===== src/rtl/lcd_video_capture.sv =====
// LCD receive path: recovers x/y from hs_n/vs_n/data_enable timing, verifies line/frame
// geometry and emits a frame-buffer write stream only while locked to a clean stream.
module lcd_video_capture #(
    parameter int H_ACT       = 800,
    parameter int V_ACT       = 480,
    parameter int DATA_W      = 24,
    parameter int ADDR_W      = 22,
    parameter int LOCK_FRAMES = 2
) (
    input  logic              clock,
    input  logic              reset_n,
    input  logic              tick,
    input  logic              hs_n,
    input  logic              vs_n,
    input  logic              data_enable,
    input  logic [DATA_W-1:0] pixel,
    output logic              wr_en,
    output logic [ADDR_W-1:0] wr_address,
    output logic [DATA_W-1:0] wr_data,
    output logic              locked,
    output logic              frame_done,
    output logic              line_error,
    output logic              frame_error,
    output logic [10:0]       h_total_meas
);

    localparam int X_W = $clog2(H_ACT + 1);
    localparam int Y_W = $clog2(V_ACT + 2);
    localparam int G_W = $clog2(LOCK_FRAMES + 1);
    localparam logic [X_W-1:0] X_MAX  = X_W'(H_ACT);
    localparam logic [Y_W-1:0] Y_ACT  = Y_W'(V_ACT);
    localparam logic [Y_W-1:0] Y_SAT  = Y_W'(V_ACT + 1);
    localparam logic [G_W-1:0] G_LOCK = G_W'(LOCK_FRAMES);
    localparam logic [10:0]    H_SAT  = 11'd2047;

    typedef enum logic [1:0] {SEARCH = 2'd0, CHECK = 2'd1, LOCKED = 2'd2} state_t;

    state_t            state_q, state_d;
    logic [X_W-1:0]    x_q, x_d;
    logic [Y_W-1:0]    y_q, y_d;
    logic [G_W-1:0]    good_cnt_q, good_cnt_d;
    logic [10:0]       h_cnt_q, h_cnt_d;
    logic              frame_bad_q, frame_bad_d;
    logic              overlong_q, overlong_d;
    logic              hs_prev_q, hs_prev_d;
    logic              vs_prev_q, vs_prev_d;
    logic              de_prev_q, de_prev_d;
    logic              wr_en_q, wr_en_d;
    logic [ADDR_W-1:0] wr_address_q, wr_address_d;
    logic [DATA_W-1:0] wr_data_q, wr_data_d;
    logic              locked_q, locked_d;
    logic              frame_done_q, frame_done_d;
    logic              line_error_q, line_error_d;
    logic              frame_error_q, frame_error_d;
    logic [10:0]       h_total_meas_q, h_total_meas_d;
    logic              vs_fall_s, hs_fall_s, de_fall_s, frame_good_s;

    assign vs_fall_s = tick & vs_prev_q & ~vs_n;
    assign hs_fall_s = tick & hs_prev_q & ~hs_n;
    assign de_fall_s = tick & de_prev_q & ~data_enable;

    // Per tick: close the line, then the frame boundary, then the pixel, so coincident events compose.
    always_comb begin
        state_d        = state_q;
        x_d            = x_q;
        y_d            = y_q;
        good_cnt_d     = good_cnt_q;
        h_cnt_d        = h_cnt_q;
        frame_bad_d    = frame_bad_q;
        overlong_d     = overlong_q;
        hs_prev_d      = hs_prev_q;
        vs_prev_d      = vs_prev_q;
        de_prev_d      = de_prev_q;
        wr_en_d        = 1'b0;
        wr_address_d   = wr_address_q;
        wr_data_d      = wr_data_q;
        frame_done_d   = 1'b0;
        line_error_d   = 1'b0;
        frame_error_d  = 1'b0;
        h_total_meas_d = h_total_meas_q;
        frame_good_s   = 1'b0;
        if (tick) begin
            hs_prev_d = hs_n;
            vs_prev_d = vs_n;
            de_prev_d = data_enable;
            if (hs_fall_s) begin
                h_total_meas_d = (h_cnt_q == H_SAT) ? H_SAT : h_cnt_q + 11'd1;
                h_cnt_d        = 11'd0;
            end else begin
                h_cnt_d = (h_cnt_q == H_SAT) ? H_SAT : h_cnt_q + 11'd1;
            end
            if (de_fall_s) begin
                if ((x_q != X_MAX) || overlong_q) begin
                    line_error_d = 1'b1;
                    frame_bad_d  = 1'b1;
                end else begin
                    line_error_d = 1'b0;
                end
                y_d        = (y_q == Y_SAT) ? y_q : y_q + {{(Y_W-1){1'b0}}, 1'b1};
                x_d        = {X_W{1'b0}};
                overlong_d = 1'b0;
            end else begin
                overlong_d = overlong_q;
            end
            if (vs_fall_s) begin
                frame_good_s = (y_d == Y_ACT) && !frame_bad_d;
                case (state_q)
                    SEARCH: begin
                        state_d    = CHECK;
                        good_cnt_d = {G_W{1'b0}};
                    end
                    CHECK: begin
                        if (frame_good_s) begin
                            good_cnt_d = good_cnt_q + {{(G_W-1){1'b0}}, 1'b1};
                            state_d    = (good_cnt_d == G_LOCK) ? LOCKED : CHECK;
                        end else begin
                            good_cnt_d    = {G_W{1'b0}};
                            frame_error_d = 1'b1;
                        end
                    end
                    LOCKED: begin
                        if (frame_good_s) begin
                            frame_done_d = 1'b1;
                        end else begin
                            frame_error_d = 1'b1;
                            state_d       = CHECK;
                            good_cnt_d    = {G_W{1'b0}};
                        end
                    end
                    default: begin
                        state_d    = SEARCH;
                        good_cnt_d = {G_W{1'b0}};
                    end
                endcase
                x_d         = {X_W{1'b0}};
                y_d         = {Y_W{1'b0}};
                frame_bad_d = 1'b0;
                overlong_d  = 1'b0;
            end else begin
                frame_good_s = 1'b0;
            end
            if (data_enable) begin
                if (y_d >= Y_ACT) begin
                    frame_bad_d = 1'b1;
                end else begin
                    frame_bad_d = frame_bad_d;
                end
                if (x_d < X_MAX) begin
                    if ((y_d < Y_ACT) && (state_d == LOCKED) && !frame_bad_d) begin
                        wr_en_d      = 1'b1;
                        wr_address_d = ADDR_W'(y_d) * ADDR_W'(H_ACT) + ADDR_W'(x_d);
                        wr_data_d    = pixel;
                    end else begin
                        wr_en_d = 1'b0;
                    end
                    x_d = x_d + {{(X_W-1){1'b0}}, 1'b1};
                end else begin
                    overlong_d = 1'b1;
                end
            end else begin
                wr_en_d = 1'b0;
            end
        end else begin
            state_d = state_q;
        end
        locked_d = (state_d == LOCKED);
    end

    // Capture state and registered outputs; reset_n clears everything immediately.
    always_ff @(posedge clock or negedge reset_n) begin
        if (!reset_n) begin
            state_q        <= SEARCH;
            x_q            <= {X_W{1'b0}};
            y_q            <= {Y_W{1'b0}};
            good_cnt_q     <= {G_W{1'b0}};
            h_cnt_q        <= 11'd0;
            frame_bad_q    <= 1'b0;
            overlong_q     <= 1'b0;
            hs_prev_q      <= 1'b1;
            vs_prev_q      <= 1'b1;
            de_prev_q      <= 1'b0;
            wr_en_q        <= 1'b0;
            wr_address_q   <= {ADDR_W{1'b0}};
            wr_data_q      <= {DATA_W{1'b0}};
            locked_q       <= 1'b0;
            frame_done_q   <= 1'b0;
            line_error_q   <= 1'b0;
            frame_error_q  <= 1'b0;
            h_total_meas_q <= 11'd0;
        end else begin
            state_q        <= state_d;
            x_q            <= x_d;
            y_q            <= y_d;
            good_cnt_q     <= good_cnt_d;
            h_cnt_q        <= h_cnt_d;
            frame_bad_q    <= frame_bad_d;
            overlong_q     <= overlong_d;
            hs_prev_q      <= hs_prev_d;
            vs_prev_q      <= vs_prev_d;
            de_prev_q      <= de_prev_d;
            wr_en_q        <= wr_en_d;
            wr_address_q   <= wr_address_d;
            wr_data_q      <= wr_data_d;
            locked_q       <= locked_d;
            frame_done_q   <= frame_done_d;
            line_error_q   <= line_error_d;
            frame_error_q  <= frame_error_d;
            h_total_meas_q <= h_total_meas_d;
        end
    end

    assign wr_en        = wr_en_q;
    assign wr_address   = wr_address_q;
    assign wr_data      = wr_data_q;
    assign locked       = locked_q;
    assign frame_done   = frame_done_q;
    assign line_error   = line_error_q;
    assign frame_error  = frame_error_q;
    assign h_total_meas = h_total_meas_q;

endmodule


===== config.mk =====
export PLATFORM = sky130hd
export DESIGN_NAME = lcd_video_capture
export DESIGN_NICKNAME = d
export VERILOG_FILES = /design/src/rtl/lcd_video_capture.sv
export SDC_FILE = /design/constraint.sdc
export NUM_CORES = 1
export LEC_CHECK = 0
export CORE_MARGIN = 2
export CORE_UTILIZATION = 35
export DETAILED_ROUTE_END_ITERATION = 7
export PLACE_DENSITY = 0.6
export SKIP_CTS_REPAIR_TIMING = 1
export SYNTH_ARGS = -nofsm -noshare
export SYNTH_HDL_FRONTEND = slang
export SYNTH_SLANG_ARGS = --single-unit

===== constraint.sdc =====
create_clock -name clock -period 8.6 [get_ports clock]
set_input_delay 1.72 -clock clock [delete_from_list [all_inputs] [get_ports clock]]
set_output_delay 1.72 -clock clock [all_outputs]
set_load 0.005 [all_outputs]

==> flow_metrics.env, run 1 <==
export IMPL_place_congestion=0.8982
export IMPL_fin_cells=908
export IMPL_dp_cells=892
export IMPL_die_w_um=136.6
export IMPL_tightestPinTransition_ps=1122
export IMPL_finalMaxSlewViolations=0
export IMPL_cts_tree="built"
export IMPL_relSlewSlack=0.2494
export IMPL_die_y_um=136.6
export IMPL_whs_path_depth=2
export IMPL_grt_max_degree=59
export IMPL_rows=48
export IMPL_yosysWarnings=0
export IMPL_path_common_cell="inv_1"
export IMPL_grt_pass1_wl_um=21980
export IMPL_power_frac_clock=0.224
export IMPL_cts_sinks=99
export IMPL_cts_max_path_buffers=2
export IMPL_setup_violations_final=0
export IMPL_dieArea_um2=18660
export IMPL_diodes=0
export IMPL_drc=0
export IMPL_p_leak_uw=0.003351
export IMPL_status="completed"
export IMPL_numCtsBuffers=9
export IMPL_grt_total_usage=0.1474
export IMPL_p_sw_frac=0.3139
export IMPL_wl_per_cell_um=14.89
export IMPL_vias=4707
export IMPL_hold_violations=0
export IMPL_start_util=0.3571
export IMPL_syn_cell_area_um2=6155
export IMPL_reg2reg_depth=20
export IMPL_slowest_delay_ps=830
export IMPL_worst_r2r_endpoint="wr_address[18]"
export IMPL_viasPerCell=5.184
export IMPL_synth_cells=602
export IMPL_async_flop_share=1.000
export IMPL_power_net_switching_uw=595.3
export IMPL_fin_nets=754
export IMPL_yosys_area_top_type="dfrtp_1"
export IMPL_worstPathRequired_ps=8870
export IMPL_worstSetupStartpointType="primary input"
export IMPL_min_from="good_cnt_q[1]"
export IMPL_tns_ps=0
export IMPL_clock_root_buffer="clkbuf_16"
export IMPL_fin_total_pwr_uw=1896
export IMPL_grt_ovfl_total=0
export IMPL_synth_seq_cells=99
export IMPL_routed_wl_um=13520
export IMPL_synth_ff_type="dfrtp_1"
export IMPL_finClkSkew_ps=12.36
export IMPL_core_area_um2=17240
export IMPL_initialDrtViolationCount=222
export IMPL_intPower_uw=1301
export IMPL_hold_path_endpoint="good_cnt_q[1]"
export IMPL_grt_pass1_vias=4466
export IMPL_fmax_ghz=0.1485
export IMPL_synth_cell_type_count=72
export IMPL_yosys_top_cells_area="dfrtp_1 39%, ha_1 8.5%, mux2_4 7.6%"
export IMPL_worstSetupEndpointType="flop"
export IMPL_arrival_ps=7010
export IMPL_clk_latency_ps=360
export IMPL_synth_top_area_share=0.3944
export IMPL_min_period_ps=6734
export IMPL_area_growth_pct=21.89
export IMPL_reg2reg_slack_ps=3290
export IMPL_path_clk_slew_ps=70
export IMPL_rr_startpoint="y_q[1]"
export IMPL_ioPinCount=92
export IMPL_nFillCells=1608
export IMPL_cp_cell_sequence="clkdlybuf4s50_1, nand4b_4, nor2_1, xnor2_1, nor2_1, inv_1, ha_1, inv_1, ha_1, inv_1, fa_1, inv_1, ha_1, a21o_1, a21o_1, o21a_1, o311ai_0, nand4_1, or4_1, a31oi_1"
export IMPL_cp_max_fo=15
export IMPL_final_common_cell="dfrtp_1"
export IMPL_drt_pass1_iterations=4
export IMPL_avgSynthCellArea_um2=10.22
export IMPL_post_route_util=0.4353
export IMPL_critPathSlowestCell="clkdlybuf4s50_1"
export IMPL_power_frac_seq=0.376
export IMPL_antenna_found_initial=0
export IMPL_period_share=0.7830
export IMPL_ys_seq_area_frac=0.4029
export IMPL_htreeDepth=3
export IMPL_ant_nets=0
export IMPL_synth_edf_count=0
export IMPL_vdd_drop_max_mv=0.1495
export IMPL_port_buffers=89
export IMPL_dpl_hpwl_um=10060
export IMPL_layout_drive_gt1_share=0.1040
export IMPL_pwr_density_cell_nw_per_um2=252.7
export IMPL_mostFrequentLayoutCells="97 x dfrtp_1, 88 x clkdlybuf4s50_1, 49 x nand2_1"
export IMPL_hold_path_class="flop to flop"
export IMPL_path_class="primary input to flop"
export IMPL_pwr_share_comb=0.400
export IMPL_rsz0062_at_grt="no"
export IMPL_maxCapViolations=0
## flip-flops by register name (all words and copies together) (netlist names), 2 cells and up
signal and cells:
good_cnt_q 2, h_cnt_q 11, h_total_meas 11, state_q 2, wr_address 20, wr_data 24
x_q 10, y_q 9
## final cells by class
type,instances,area [um^2],share of cell area
Timing Repair Buffer,93,918.4,0.1224
Multi-Input combinational cell,433,3354,0.4471
Clock buffer,10,239.0,0.03185
Inverter,42,157.7,0.02101
Clock inverter,6,71.32,0.009506
Sequential cell,99,2480,0.3306
Tap cell,225,281.5,0.03752
## per-stage QoR
stage / hold WS, ps / setup slack, ps / instance area (um^2)
2_1_floorplan: 448.3 / 2641 / 6158
3_3_place_gp: 464.1 / 1771 / 7192
3_5_place_dp: 473.4 / 1559 / 7192
4_1_cts: 490.6 / 1906 / 7502
5_1_grt: 514.5 / 1535 / 7502
6_report: 485.3 / 1866 / 7502
## power by group through the flow
| stage | sequential (uW) | combinational (uW) | clock, uW |
|---|---|---|---|
| 5_1_grt | 736 | 841 | 464 |
| 6_report | 714 | 758 | 424 |
| 3_3_place_gp | 716 | 750 | 0 |
| 3_5_place_dp | 724 | 760 | 0 |
| 4_1_cts | 715 | 765 | 442 |
| 2_1_floorplan | 712 | 423 | 0 |
## worst max-delay path, delay by kind of cell
family / cells / cell delay (ps)
AND/OR/NAND/NOR: 5 / 1440
adder cells (fa/ha/maj): 4 / 1430
AO/OA/AOI/OAI: 5 / 1260
buffers and inverters: 5 / 1040
XOR/XNOR: 1 / 100
## worst max-delay path by stage
stage	to	startpoint	depth (start not counted)
2_1_floorplan	wr_address[18]	vs_n	18
3_3_place_gp	wr_address[18]	tick	20
3_5_place_dp	wr_address[18]	tick	20
4_1_cts	wr_address[18]	tick	20
5_1_grt	wr_address[18]	tick	20
6_report	wr_address[18]	tick	20
## cells in the mapped netlist (all sizes together) (7+ instances only)
cell    number
a21oi       17
a31oi       16
and2        12
and3         9
buf         13
clkbuf      16
dfrtp       97
ha          42
inv         42
mux2        39
nand2       49
nand3        8
nand4        7
nor2        42
nor2b        7
nor3        12
o21a         7
o21ai       30
xnor2       26
xor2         9
## kinds of logic (layout without fill, tap and decap cells)
logic type	Yosys count	in the layout	synth area share
xor gates and xnor gates	35	35	0.04981
muxes	44	44	0.09839
other	1	2	0.0006093
adders and majority gates	46	46	0.09839
DFF	99	99	0.4029
AOI/OAI and AO/OA	127	127	0.1403
buffers and inverters	71	151	0.05285
and+or+nand+nor	179	179	0.1567
## layer usage
metal / global-route usage / wire length [um] / vias to the layer above
li1: - / - / 2298
met1: 0.2081 / 6647 / 2255
met2: 0.2247 / 5974 / 143
met3: 0.03481 / 684 / 11
met4: 0.04167 / 215 / 0
met5: 0 / 0 / -
Power figures use the tool's default switching activity.
==> run 2, diff against run 1 <==
Clock period 8.6 ns to 6.8 ns, I/O delays scaled along.
==> run 2 against run 1 <==
Clock skew shrank 2.8 ps. Routed wire length grew 2.1%. Global-route usage increased by 0.33 points. Highest routed layer unchanged. Die area did not move. Flip-flop and latch count stayed put. Design area decreased by 0.13%. Register-to-register slack worse by 1700 ps.
==> flow_metrics.env, run 2 (same netlist as run 1, synthesis figures left out) <==
export IMPL_vdd_drop_max_mv=0.1450
export IMPL_cp_startpoint="data_enable"
export IMPL_dieArea_um2=18660
export IMPL_die_w_um=136.6
export IMPL_pwr_density_cell_nw_per_um2=313.8
export IMPL_htreeDepth=3
export IMPL_tns_ps=0
export IMPL_multi_input_area_um2=3354
export IMPL_grt_total_usage=0.1507
export IMPL_finClkSkew_ps=9.611
export IMPL_worstPathRequired_ps=7070
export IMPL_routed_wl_um=13800
export IMPL_worst_r2r_endpoint="wr_address[18]"
export IMPL_grt_max_degree=59
export IMPL_clock_root_buffer="clkbuf_16"
export IMPL_final_common_cell="dfrtp_1"
export IMPL_place_congestion=0.8940
export IMPL_path_class="primary input to flop"
export IMPL_relSlewSlack=0.2568
export IMPL_fmax_ghz=0.1629
export IMPL_port_buffers=89
export IMPL_cts_tree="built"
export IMPL_drt_pass1_iterations=4
export IMPL_cts_max_path_buffers=2
export IMPL_numCtsBuffers=9
export IMPL_die_y_um=136.6
export IMPL_antenna_found_initial=0
export IMPL_start_util=0.3571
export IMPL_wl_per_cell_um=15.17
export IMPL_reg2reg_slack_ps=1610
export IMPL_path_clk_slew_ps=70
export IMPL_rr_startpoint="y_q[0]"
export IMPL_cp_max_fo=11
export IMPL_place_ws_ps=334.1
export IMPL_p_leak_uw=0.003340
export IMPL_drc=0
export IMPL_hold_path_class="flop to flop"
export IMPL_rsz0062_at_grt="no"
export IMPL_diodes=0
export IMPL_dpl_hpwl_um=10380
export IMPL_status="completed"
export IMPL_layout_drive_gt1_share=0.1036
export IMPL_grt_pass1_wl_um=22550
export IMPL_viasPerCell=5.147
export IMPL_reg2reg_depth=20
export IMPL_fin_nets=756
export IMPL_finalMaxSlewViolations=0
export IMPL_ioPinCount=92
export IMPL_initialDrtViolationCount=263
export IMPL_period_share=0.9026
export IMPL_core_area_um2=17240
export IMPL_min_period_ps=6138
export IMPL_area_growth_pct=21.73
export IMPL_maxCapViolations=0
export IMPL_clk_latency_ps=350
export IMPL_ant_nets=0
export IMPL_cts_sinks=99
export IMPL_fin_total_pwr_uw=2351
export IMPL_vias=4684
export IMPL_tightestPinTransition_ps=1111
export IMPL_worstSetupStartpointType="primary input"
export IMPL_largest_reg_flops=24
export IMPL_mostFrequentLayoutCells="97 x dfrtp_1, 88 x clkdlybuf4s50_1, 49 x nand2_1"
export IMPL_grt_pass1_vias=4527
export IMPL_worstSetupEndpointType="flop"
export IMPL_regArea_um2=2480
export IMPL_grt_ovfl_total=0
export IMPL_rows=48
export IMPL_hold_violations=0
export IMPL_cp_endpoint="wr_address[18]"
export IMPL_nFillCells=1616
export IMPL_setup_violations_final=0
export IMPL_setup_ws_ps=662.1
export IMPL_arrival_ps=6400
==> run 2: changes by cell type in the layout (fill, tap and decap cells not counted), sizes merged <==
cell / previous run / this run
buf: 5 / 7
inv: 45 / 43
bufinv: 1 / 0
clkbuf: 10 / 11
clkinv: 1 / 2
clkinvlp: 1 / 2
==> run 2: worst max-delay path, stage by stage <==
cell and delay, ps:
clkdlybuf4s50_1 580, nand2b_1 300, or3_1 390, and2_1 250
nor2_1 120, ha_1 250, ha_1 300, inv_1 50
fa_1 490, inv_1 40, ha_1 360, nand3_1 130
o2111ai_1 250, xor2_1 240, nor3b_1 430, nand4_1 200
or4_1 510, a31oi_1 170
==> run 2: cell type report <==
cell class	instances	area share
clock inverters	5	0.005344
well taps	225	0.03758
multi-input cells	433	0.4477
inverters	42	0.02104
repair buffers	95	0.1263
clock buffers	11	0.03106
flip-flops and latches	99	0.3310
==> run 2: per-layer routing <==
metal | wire length (um) | track usage | vias up | share of wire
met5 | 0 | 0 | - | 0
met2 | 6301 | 0.2331 | 108 | 0.46
met4 | 148 | 0.04398 | 0 | 0.011
met1 | 6768 | 0.2145 | 2270 | 0.49
met3 | 583 | 0.02778 | 8 | 0.042
li1 | - | - | 2298 | -
==> run 2: report_power, final <==
group | switching, uW | internal, uW
clock network | 225 | 251
logic | 394 | 576
registers | 133 | 773
==> run 2: how the worst min path moves through the flow <==
| stage | startpoint | endpoint | slack (ps) | cells past startpoint |
|---|---|---|---|---|
| final | h_total_meas[10] | h_total_meas[10] | 480 | 2 |
| after global routing | wr_address[6] | wr_address[6] | 510 | 1 |
| after CTS | h_total_meas[10] | h_total_meas[10] | 490 | 2 |
| after detailed placement | h_total_meas[10] | h_total_meas[10] | 470 | 2 |
| after global placement | h_total_meas[10] | h_total_meas[10] | 460 | 2 |
| after floorplan | good_cnt_q[1] | good_cnt_q[1] | 450 | 2 |
==> run 2: per-stage QoR <==
| step | util | std cells | instance area, um^2 | hold slack, ps |
|---|---|---|---|---|
| final | 0.4347 | 910 | 7492 | 484.3 |
| after global routing | 0.4347 | 910 | 7492 | 514.2 |
| after CTS | 0.4347 | 910 | 7492 | 491.9 |
| after detailed placement | 0.4188 | 894 | 7219 | 474.2 |
| after global placement | 0.4188 | 894 | 7219 | 463.4 |
| after floorplan | - | 603 | 6158 | 448.3 |
==> run 3, diff against run 2 <==
Settings changed: ABC_CLOCK_PERIOD_IN_PS from default to 6800, CTS_BUF_LIST from default to sky130_fd_sc_hd__clkbuf_2 sky130_fd_sc_hd__clkbuf_4 sky130_fd_sc_hd__clkbuf_8.
==> run 3 against run 2 <==
Sequential share of layout area is 0.42 points higher. Critical path depth stayed put. Clock power fell by 25%.
==> flow_metrics.env, run 3 (same netlist as run 1, synthesis figures left out) <==
export IMPL_rows=48
export IMPL_pwr_share_comb=0.435
export IMPL_fin_nets=756
export IMPL_setup_ws_ps=689.6
export IMPL_vdd_drop_max_mv=0.1366
export IMPL_clock_root_buffer="clkbuf_8"
export IMPL_fin_total_pwr_uw=2233
export IMPL_worstSetupEndpointType="flop"
export IMPL_period_share=0.8986
export IMPL_hold_worst_slack_ps=490.7
export IMPL_cts_max_path_buffers=2
export IMPL_cp_max_fo=11
export IMPL_viasPerCell=5.169
export IMPL_rsz0062_at_grt="no"
export IMPL_drc=0
export IMPL_crit_buf_inv=3
export IMPL_finClkSkew_ps=14.83
export IMPL_htreeDepth=3
export IMPL_numCtsBuffers=9
export IMPL_diodes=0
export IMPL_rr_startpoint="y_q[0]"
export IMPL_slowest_delay_ps=580
export IMPL_reg2reg_slack_ps=1580
export IMPL_drt_pass1_iterations=4
export IMPL_path_clk_slew_ps=100
export IMPL_grt_ovfl_total=0
export IMPL_die_w_um=136.6
export IMPL_setup_violations_final=0
export IMPL_status="completed"
export IMPL_dpl_hpwl_um=10380
export IMPL_largest_reg_flops=24
export IMPL_mostFrequentLayoutCells="97 x dfrtp_1, 88 x clkdlybuf4s50_1, 49 x nand2_1"
export IMPL_grt_total_usage=0.1512
export IMPL_finalMaxSlewViolations=0
export IMPL_cts_sinks=99
export IMPL_vias=4704
export IMPL_hold_path_endpoint="h_total_meas[10]"
export IMPL_reg2reg_depth=20
export IMPL_die_y_um=136.6
export IMPL_worst_r2r_endpoint="wr_address[18]"
export IMPL_antenna_found_initial=0
export IMPL_grt_pass1_wl_um=22540
export IMPL_power_frac_seq=0.405
export IMPL_ioPinCount=92
export IMPL_p_leak_uw=0.003300
export IMPL_tightestPinTransition_ps=1132
export IMPL_arrival_ps=6420
export IMPL_start_util=0.3571
export IMPL_core_area_um2=17240
export IMPL_layout_drive_gt1_share=0.1066
export IMPL_nFillCells=1627
export IMPL_hold_path_class="flop to flop"
export IMPL_critPathSlowestCell="clkdlybuf4s50_1"
export IMPL_power_frac_clock=0.160
export IMPL_whs_path_depth=2
export IMPL_worstSetupStartpointType="primary input"
export IMPL_hold_violations=0
export IMPL_clk_latency_ps=380
export IMPL_cp_cell_sequence="clkdlybuf4s50_1, nand2b_1, or3_1, and2_1, nor2_1, ha_1, ha_1, inv_1, fa_1, inv_1, ha_1, nand3_1, o2111ai_1, xor2_1, nor3b_1, nand4_1, or4_1, a31oi_1"
export IMPL_grt_max_degree=59
export IMPL_path_common_cell="ha_1"
export IMPL_relSlewSlack=0.2425
export IMPL_final_common_cell="dfrtp_1"
export IMPL_wl_per_cell_um=15.24
export IMPL_power_net_switching_uw=741.1
export IMPL_place_congestion=0.8940
export IMPL_ant_nets=0
export IMPL_min_period_ps=6110
export IMPL_worstPathRequired_ps=7110
export IMPL_initialDrtViolationCount=258
export IMPL_dieArea_um2=18660
export IMPL_area_growth_pct=20.21
export IMPL_tns_ps=0
export IMPL_cts_tree="built"
export IMPL_intPower_uw=1492
export IMPL_path_class="primary input to flop"
export IMPL_port_buffers=89
export IMPL_routed_wl_um=13870
export IMPL_fmax_ghz=0.1637
export IMPL_grt_pass1_vias=4525
export IMPL_p_sw_frac=0.3319
export IMPL_crit_family="simple AND/OR/NAND/NOR gates"
export IMPL_place_ws_ps=334.1
export IMPL_pwr_density_cell_nw_per_um2=301.8
export IMPL_maxCapViolations=0
export IMPL_min_from="h_total_meas[10]"
[run 3: worst min-delay path: cells and delay by family (launching register included)]
family | cells | cell delay, ps
DFF | 1 | 360
and+or+nand+nor | 2 | 110
[run 3: worst max-delay path by stage]
stage	startpoint	end	depth (start not counted)	slack, ps
after detailed placement	data_enable	wr_address[18]	20	330
after global placement	data_enable	wr_address[18]	20	450
after floorplan	vs_n	wr_address[18]	18	1200
final	data_enable	wr_address[18]	18	690
after CTS	data_enable	wr_address[18]	20	740
after global routing	data_enable	wr_address[18]	20	230
[run 3: power by group through the flow]
stage               registers (uW)  clock network [uW]  logic, uW
floorplan                      900                   0        535
CTS                            905                 376        979
finish                         904                 358        970
global route                   931                 400       1070
global placement               904                   0        952
detailed placement             918                   0        971
[run 3: per-stage QoR]
stage                     cells  cell area (um^2)    util
after global placement      894              7219  0.4188
after floorplan             603              6158       -
after global routing        910              7398  0.4292
final                       910              7398  0.4292
after detailed placement    894              7219  0.4188
after CTS                   910              7398  0.4292
[run 3: cell type report]
cell class	count	area, um^2	area share
Clock buffer	11	138.9	0.01877
Clock inverter	5	40.04	0.005412
Inverter	42	157.7	0.02131
Multi-Input combinational cell	433	3354	0.4534
Sequential cell	99	2480	0.3352
Tap cell	225	281.5	0.03805
Timing Repair Buffer	95	945.9	0.1279
[run 3: per-layer routing]
layer  vias up  wire length, um  part of all wire  track usage
met2       121             6168              0.44       0.2328
met4         0              221             0.016      0.04919
met3        15              667             0.048      0.02667
met1      2273             6813              0.49       0.2150
li1       2295                -                 -            -
met5         -                0                 0            0
